**config.mk**
```make
export PLATFORM = sky130hd
export DESIGN_NAME = countdown_timer
export DESIGN_NICKNAME = d
export VERILOG_FILES = /design/src/rtl/countdown_timer.sv
export SDC_FILE = /design/constraint.sdc
export NUM_CORES = 1
export LEC_CHECK = 0
export ABC_AREA = 1
export BUFFER_PORTS_ARGS = -buffer_cell sky130_fd_sc_hd__buf_2
export CORE_AREA = 2 2 44 46
export DETAILED_ROUTE_END_ITERATION = 8
export DIE_AREA = 0 0 46 48
export PLACE_DENSITY = 0.74
export SYNTH_ARGS = -nofsm -noshare
export SYNTH_HDL_FRONTEND = slang
export SYNTH_SLANG_ARGS = --single-unit
```
**constraint.sdc**
```tcl
create_clock -name clk -period 1.4 [get_ports clk]
set_input_delay 0.14 -clock clk [delete_from_list [all_inputs] [get_ports clk]]
set_output_delay 0.14 -clock clk [all_outputs]
set_load 0.01 [all_outputs]
```
**src/rtl/countdown_timer.sv**
```systemverilog
// Loadable prescaled down-counter with a one-cycle expiry pulse and a sticky done flag.
// States: IDLE (idle/zero), RUN (counting), HOLD (paused), DONE (expired, awaiting ack or load).
module countdown_timer #(
  parameter int WIDTH    = 8,
  parameter int PRESCALE = 1
) (
  input  logic             clk,
  input  logic             reset,
  input  logic             load,
  input  logic [WIDTH-1:0] load_value,
  input  logic             start,
  input  logic             ack,
  output logic [WIDTH-1:0] timer_time,
  output logic             running,
  output logic             expired,
  output logic             done
);
  localparam int PW = (PRESCALE > 1) ? $clog2(PRESCALE) : 1;
  localparam logic [PW-1:0] PS_MAX = PW'(PRESCALE - 1);

  typedef enum logic [1:0] {IDLE, RUN, HOLD, DONE} state_t;

  state_t           state, state_nx;
  logic [WIDTH-1:0] time_nx;
  logic [PW-1:0]    presc, presc_nx;
  logic             exp_nx;
  logic             tick;

  assign tick = (state == RUN) && (presc == PS_MAX);

  always_comb begin
    state_nx = state;
    time_nx  = timer_time;
    presc_nx = presc;
    exp_nx   = 1'b0;
    if (load) begin
      time_nx  = load_value;
      presc_nx = '0;
      state_nx = (load_value != '0 && start) ? RUN : IDLE;
    end else begin
      case (state)
        IDLE: if (start && timer_time != '0) begin
          state_nx = RUN;
          presc_nx = '0;
        end
        RUN: begin
          // A tick's decrement lands even when start drops on the same edge.
          if (tick) begin
            presc_nx = '0;
            time_nx  = timer_time - 1'b1;
            if (timer_time == WIDTH'(1)) begin
              state_nx = DONE;
              exp_nx   = 1'b1;
            end else if (!start) begin
              state_nx = HOLD;
            end
          end else if (!start) begin
            state_nx = HOLD;
          end else begin
            presc_nx = presc + 1'b1;
          end
        end
        HOLD: if (start) state_nx = RUN;
        DONE: begin
          time_nx = '0;
          if (ack) state_nx = IDLE;
        end
        default: state_nx = IDLE;
      endcase
    end
  end

  always_ff @(posedge clk) begin
    if (reset) begin
      state      <= IDLE;
      timer_time <= '0;
      presc      <= '0;
      expired    <= 1'b0;
    end else begin
      state      <= state_nx;
      timer_time <= time_nx;
      presc      <= presc_nx;
      expired    <= exp_nx;
    end
  end

  assign running = (state == RUN);
  assign done    = (state == DONE);
endmodule
```
==> out/metrics.cfg, run 1 <==
[status]
status=finished clean

[power]
leakage_nw=0.5164
power-per-cell-area_nw_per_um2=992.1
peakVddDrop_uv=628.7
power_mw=1.027

[sta]
rsz0062_at_grt=true
slew_viol_final=0
slew_headroom_pct=79.94
worst_pin_slew_ns=0.3004
setup_viol=0
clock_skew_ns=0.006914
post-route-min-period_ns=1.339
fmax_mhz=746.8
post-route-period-util_pct=95.65
hold_violations=0

[route]
wl_per_cell_um=12.01
firstDrtPassIters=4
drt_wl_total_um=1994
post-route-drc-count=0
ant_nets=0
drtIter0Drc=19
vias=880
via_per_inst=5.301

[yosys]
synth_top_cells_by_area=dfxtp_1 (30%), nand2_1 (10%), a21oi_1 (7.4%)
synth_compound_area_share_pct=19.78
synth-xor-area-share_pct=3.246
synthAdderAreaFrac_pct=4.637
synth_top_family_by_area=simple AND/OR/NAND/NOR gates
synth_edf_count=0
synthDistinctLibCells=28
synthesis.nets=137
synth_mux_area_share_pct=0
synth_simple_gate_area_share_pct=33.38
yosysWarnings=0
avgSynthCellArea_um2=6.690
yosysTopAreaCell=dfxtp_1
ys_ff_latch=12
ys_seq_area_share_pct=29.68
synth.top_cell.area_share_pct=29.68
synthCells=121
async_flop_share_pct=0
synthesis.area_um2=809.5
synth_flop_cell=dfxtp_1

[final_layout]
area_growth_syn_to_layout_pct=27.82
nFillCells=174
final-seq-area_um2=242.7
num_antenna_cells=0
drive_gt1_share_pct=35.57
instances_no_fill=166
nets=166
multi_input_comb_area_um2=514.2

[worst_setup_path]
required_ns=1.62
crit_arrival_ns=1.56
critPathCaptureType=flip-flop
crit_type=reg -> reg
worstPathMaxFanout=3
ff2ff_setup_slack_ns=0.06
cp-start-kind=flip-flop

[placed_design]
place_inst=161
globalplace.congestion=0.8683
portBuffers=23
hpwl_um=1542

[clocking]
clock_path_buffers=2
hold_buffers=0
cts_buffers=3
clock-sinks=12
tritoncts=yes
clkLatencyLatePin_ns=0.28
cts.clk_slew.worst_paths_ns=0.08
cts_max_level=1
root_buffer=clkbuf_4

[grt]
grt_max_degree=12
grt_pass1_wl_um=3098
antenna_found_initial=0
grt_pass1_vias=735
grt.overflow.total=0
grt_usage_pct=19.84

[min_path]
hp-class=in -> reg

[floorplanning]
die_area_um2=2208
die_x_um=46
die_h_um=48
io_pins=24
num_rows=15
initial_core_util_pct=47.93
coreArea_um2=1689

[run]
maxCapViolations=0

==> flip-flops by register name (all words and copies together) (netlist names) <==
signal      count
presc           1
state           2
timer_time      8
expired         1
==> repair_timing <==
item	CTS	global route
hold endpoints to repair	0	0
setup endpoints to repair	2	6
resized for setup	3	6
setup buffers	0	1
pin swaps	0	3
gates cloned	0	0
==> layer usage <==
| layer | GRT usage, % | share of wire, % | vias to the layer above |
|---|---|---|---|
| met5 | 0 | 0 | - |
| met4 | 6.857 | 1.5 | 0 |
| met3 | 3.774 | 4.3 | 4 |
| met2 | 34.72 | 47 | 25 |
| met1 | 24.27 | 47 | 390 |
| li1 | - | - | 461 |
==> critical path, stage by stage (launching register included) <==
cell     delay (ns)
dfxtp_2        0.35
inv_4          0.07
ha_4           0.13
inv_1          0.04
nor3_2         0.18
nand3_1        0.12
nand2_1        0.08
nand2_1        0.05
nand2_1        0.07
nand2_1        0.07
a21oi_2        0.11
==> layout make-up <==
cell class / instances / share of cell area, %
Sequential cell: 12 / 23.46
Multi-Input combinational cell: 89 / 49.70
Tap cell: 17 / 2.056
Timing Repair Buffer: 26 / 14.51
Clock buffer: 4 / 3.507
Inverter: 18 / 6.771
==> through the flow <==
step	area (um^2)	hold WS, ns	setup TNS (ns)	worst slack (ns)	utilization [%]
floorplan	809.5	0.2841	0	0.1474	-
global placement	953.4	0.3874	-0.04143	-0.04143	56.44
detailed placement	953.4	0.4162	-0.1513	-0.1180	56.44
CTS	997.2	0.1298	0	0.006766	59.04
global route	1035	0.1146	-0.06800	-0.04943	61.26
finish	1035	0.1254	0	0.06092	61.26
==> logic make-up after synthesis <==
| logic type | after synthesis |
|---|---|
| xor+xnor | 3 |
| fa+ha+maj | 3 |
| compound gates | 27 |
| simple gates | 56 |
| flops | 12 |
| buf+inv | 20 |
==> worst paths after layout <==
kind                      start            end  cells past startpoint
setup / recovery  timer_time[1]       state[0]                     10
hold / removal    load_value[2]  timer_time[2]                      3
setup reg to reg  timer_time[1]       state[0]                     10
hold reg to reg           presc          presc                      2
==> layout by cell type, fill, tap and decap left out, drive strengths merged <==
master   instances
buf             26
nand2           25
inv             18
nor2            15
a21oi           14
dfxtp           12
nand3            9
o21ai            8
clkbuf           4
xor2             3
nand4            3
nor3             3
ha               3
o2111ai          1
a31oi            1
a211oi           1
a221oi           1
o31ai            1
nor4             1
==> power by group <==
group / internal [mW] / total, mW / switching (mW)
Combinational: 0.137 / 0.335 / 0.198
Sequential: 0.370 / 0.407 / 0.0367
Clock: 0.158 / 0.285 / 0.126
==> Yosys cell counts (2+ instances only) <==
cell type	n
nand4_1	3
nand2_2	3
xor2_1	3
nand3_1	8
dfxtp_1	12
o21ai_0	3
ha_1	3
inv_1	13
nor2_1	12
a21oi_1	12
a21oi_2	2
nor3_1	2
o21ai_1	4
nor2_4	2
nand2_1	22
inv_2	5
Note: power is estimated with default switching activity, not from simulation.
==> run 2, diff against run 1 <==
Settings changed: CORE_AREA 2 2 44 46 to 2 2 46 48, DIE_AREA 0 0 46 48 to 0 0 48 50, PLACE_DENSITY 0.74 to 0.71, SETUP_SLACK_MARGIN set to 0.1.
Clock period 1.4 ns to 1.1 ns, I/O delays scaled along.
==> out/metrics.cfg, run 2 (synthesized netlist as in run 1, its figures left out) <==
[final_layout]
reg_top3=timer_time (8), state (2)
largest_reg_flops=8
final-seq-area_um2=260.3
final_util_pct=74.14
final_cell_area_um2=1410
final_common_cell=buf_4
drive_gt1_share_pct=58.29
multi_input_comb_area_um2=604.3
mostFrequentLayoutCells=buf_4 (24), nand2_1 (18), buf_2 (16)
num_antenna_cells=0
nets=192
area_growth_syn_to_layout_pct=74.19
nFillCells=146
instances_no_fill=202
regMostFlops=timer_time

[floorplanning]
die_h_um=50
die_x_um=48
io_pins=24
die_area_um2=2400
coreArea_um2=1902
num_rows=16
initial_core_util_pct=42.57

[grt]
grt_pass1_wl_um=4146
grt.overflow.total=0
grt_max_degree=12
grt_pass1_vias=971
antenna_found_initial=0
grt_usage_pct=23.74

[power]
peakVddDrop_uv=966.1
leakage_nw=0.6691
power-per-cell-area_nw_per_um2=1132

[min_path]
hp-class=in -> reg
min_from=reset
hold-path-endpoint=state[1]
hold_depth=2

[placed_design]
placed_area_um2=1176
place_inst=190
hpwl_um=1843
globalplace.congestion=0.9066
portBuffers=23
pre_cts_ws_ns=-0.2901

[status]
violations=negative setup slack
status=complete, but fails checks

[worst_setup_path]
path_depth=10
reg2reg_from=timer_time[1]
worstPathMaxFanout=4
cpPeakStageDelay_ns=0.37
cp-start-kind=flip-flop
cpLargestDelayFamily=simple AND/OR/NAND/NOR gates
crit_arrival_ns=1.54
crit_path_top_delay_cell=dfxtp_4
path_buf_inv=2
r2r_end=state[0]
reg2reg_depth=10
ff2ff_setup_slack_ns=-0.22
crit_top_cell=nand2_1
crit_type=reg -> reg
required_ns=1.32
path_cells=inv_6, ha_4, inv_2, nor3_4, nand3_2, nand2_1, nand2_1, nand2_1, nand2_1, a21oi_2
critPathCaptureType=flip-flop

[sta]
fmax_mhz=759.7
hold_violations=0
rsz0062_at_grt=true
worst_pin_slew_ns=0.2607
post-route-period-util_pct=119.7
fin_ws_ns=-0.2164
post-route-min-period_ns=1.316
setup_viol=13
slew_viol_final=0
slew_headroom_pct=82.62
clock_skew_ns=0.008694

[clocking]
cts_max_level=1
clkLatencyLatePin_ns=0.28
clock_path_buffers=2
hold_buffers=0
tritoncts=yes
root_buffer=clkbuf_4
clock-sinks=12
cts_buffers=3
cts.clk_slew.worst_paths_ns=0.09

[route]
drtIter0Drc=29
post-route-drc-count=0
wl_per_cell_um=13.29
ant_nets=0
via_per_inst=5.168
drt_wl_total_um=2684
vias=1044
firstDrtPassIters=4

[run]
maxCapViolations=0

run 2: where the power goes:
part	total, mW	switching [mW]	internal, mW	leakage (nW)
sequential	0.519	0.0449	0.474	0.103
clock	0.370	0.169	0.201	0.0210
combinational	0.706	0.363	0.344	0.545
run 2: how the worst max path moves through the flow:
stage / slack, ns / start / endpoint
after floorplan: -0.05 / timer_time[0] / state[0]
after CTS: -0.18 / timer_time[1] / state[0]
after global routing: -0.29 / timer_time[1] / state[0]
after detailed placement: -0.29 / timer_time[1] / state[0]
after global placement: -0.24 / timer_time[1] / state[0]
final: -0.22 / timer_time[1] / state[0]
run 2: metrics by stage:
stage                     hold slack [ns]  setup TNS (ns)  total power, mW
final                              0.1056          -1.687            1.596
after global routing               0.1073          -2.488            1.689
after CTS                         0.09834          -1.030            1.493
after detailed placement           0.3814         -0.9572            1.067
after global placement             0.3604         -0.6947            1.052
after floorplan                    0.2538        -0.08712           0.8384
run 2: cell type report:
class	count	area share (%)
clock buffers	4	2.573
inverters	18	5.679
multi-input cells	89	42.86
well taps	27	2.396
flip-flops and latches	12	18.46
repair buffers	52	28.04
run 2: worst register-to-register path: stages, from the launching register on:
cell and delay (ns):
dfxtp_4 0.37, inv_6 0.08, ha_4 0.14, inv_2 0.04
nor3_4 0.14, nand3_2 0.11, nand2_1 0.08, nand2_1 0.05
nand2_1 0.06, nand2_1 0.07, a21oi_2 0.12
run 2: repair_timing:
action | 4_1_cts | 5_1_grt
pin swaps | 4 | 7
gates resized for setup | 17 | 17
buffers inserted | 5 | 4
endpoints found under the setup margin | 16 | 20
run 2: metal layers:
metal  GRT usage (%)  wire length (um)
met3           4.396               137
met1           29.42              1112
met2           38.89              1376
met4           9.009                58
met5               0                 0
==> run 3, diff against run 2 <==
Settings changed: CORE_AREA 2 2 46 48 to 2 2 44 46, DIE_AREA 0 0 48 50 to 0 0 46 48, PLACE_DENSITY 0.71 to 0.74, SLEW_MARGIN set to 10.
Clock period 1.1 ns to 1.23 ns, I/O delays scaled along.
==> out/metrics.cfg, run 3 (synthesized netlist as in run 1, its figures left out) <==
[placed_design]
pre_cts_ws_ns=-0.02916
hpwl_um=1688
globalplace.congestion=0.8941
portBuffers=23

[final_layout]
drive_gt1_share_pct=51.20
regMostFlops=timer_time
area_growth_syn_to_layout_pct=54.41
final_common_cell=buf_2
largest_reg_flops=8
multi_input_comb_area_um2=590.6
nFillCells=129
mostFrequentLayoutCells=buf_2 (23), nand2_1 (19), buf_4 (19)
reg_top3=timer_time (8), state (2)
nets=183
final-seq-area_um2=255.2
num_antenna_cells=0

[floorplanning]
die_area_um2=2208
io_pins=24
die_h_um=48
num_rows=15
die_x_um=46
initial_core_util_pct=47.93
coreArea_um2=1689

[status]
status=complete, but fails checks
violations=negative setup slack

[worst_setup_path]
reg2reg_depth=5
critPathCaptureType=flip-flop
crit_top_cell=buf_4
path_depth=5
cpPeakStageDelay_ns=0.38
worstPathMaxFanout=6
required_ns=1.41
cp-start-kind=flip-flop
crit_arrival_ns=1.43
path_cells=nor2_4, buf_4, buf_4, nand4_1, nor4_1
crit_path_top_delay_cell=dfxtp_4
path_buf_inv=2
cpLargestDelayFamily=simple AND/OR/NAND/NOR gates
crit_type=reg -> reg

[sta]
fin_ws_ns=-0.02319
post-route-period-util_pct=101.9
slew_viol_final=0
rsz0062_at_grt=true
worst_pin_slew_ns=0.2760
slew_headroom_pct=81.43
hold_violations=0
setup_viol=4
fmax_mhz=798.0
post-route-min-period_ns=1.253
clock_skew_ns=0.0005911

[power]
peakVddDrop_uv=749.8
power-per-cell-area_nw_per_um2=1068
leakage_nw=0.6161
power_mw=1.335

[clocking]
tritoncts=yes
clock_path_buffers=2
hold_buffers=0
clkLatencyLatePin_ns=0.28
root_buffer=clkbuf_4
cts.clk_slew.worst_paths_ns=0.08
cts_buffers=3
clock-sinks=12
cts_max_level=1

[min_path]
hp-class=in -> reg
hold_depth=3

[grt]
grt_pass1_wl_um=3760
grt_max_degree=12
antenna_found_initial=0
grt_usage_pct=24.40
grt.overflow.total=0
grt_pass1_vias=891

[route]
drtIter0Drc=26
vias=987
firstDrtPassIters=4
wl_per_cell_um=13.80
via_per_inst=5.393
drt_wl_total_um=2526
ant_nets=0
post-route-drc-count=0

[run]
maxCapViolations=0

[run 3: cell count changes in the layout (fill, tap and decap cells not counted), moves of 3 or more]
cell,previous run,this run
buf_6,12,1
inv_1,8,11
inv_2,7,4
buf_4,24,19
buf_2,16,23
[run 3: what timing repair did]
item	CTS	global route
pin swaps	8	8
gates resized for setup	11	13
setup endpoints to repair	14	14
buffers inserted	6	3
[run 3: worst register-to-register path: stages (launching register included)]
cell and delay, ns:
dfxtp_4 0.38, nor2_4 0.20, buf_4 0.14, buf_4 0.09, nand4_1 0.11, nor4_1 0.23
[run 3: final timing paths]
path	start	endpoint	slack [ns]
hold / removal	load_value[2]	timer_time[2]	0.1
hold reg to reg	state[1]	state[1]	0.50
setup / recovery	timer_time[2]	expired	-0.02
setup reg to reg	timer_time[2]	expired	-0.02
[run 3: through the flow]
step	TNS [ns]	util [%]	instance area, um^2	std cells	hold WS, ns
finish	-0.05425	74.00	1250	183	0.09871
global route	-0.7880	74.00	1250	183	0.1198
CTS	-0.05967	69.70	1177	180	0.08195
detailed placement	-0.04399	62.67	1059	170	0.3821
global placement	-0.02177	62.67	1059	170	0.3902
floorplan	0	-	847.1	121	0.2671
[run 3: layer usage]
layer,GRT usage [%],vias to the layer above,routed length [um]
met5,0,-,0
met4,12.00,0,42
met3,2.264,5,118
met2,42.78,27,1279
met1,29.80,460,1085
li1,-,495,-
[run 3: layout make-up]
type,instances,area share (%)
Clock buffer,4,2.903
Inverter,18,6.206
Multi-Input combinational cell,89,47.25
Sequential cell,12,20.42
Tap cell,17,1.702
Timing Repair Buffer,43,21.52
[run 3: power breakdown]
group / total, mW / leakage (nW) / switching, mW / internal [mW]
logic: 0.551 / 0.493 / 0.304 / 0.246
registers: 0.460 / 0.102 / 0.0380 / 0.422
clock network: 0.324 / 0.0210 / 0.143 / 0.180
total: 1.33 / 0.616 / 0.486 / 0.849
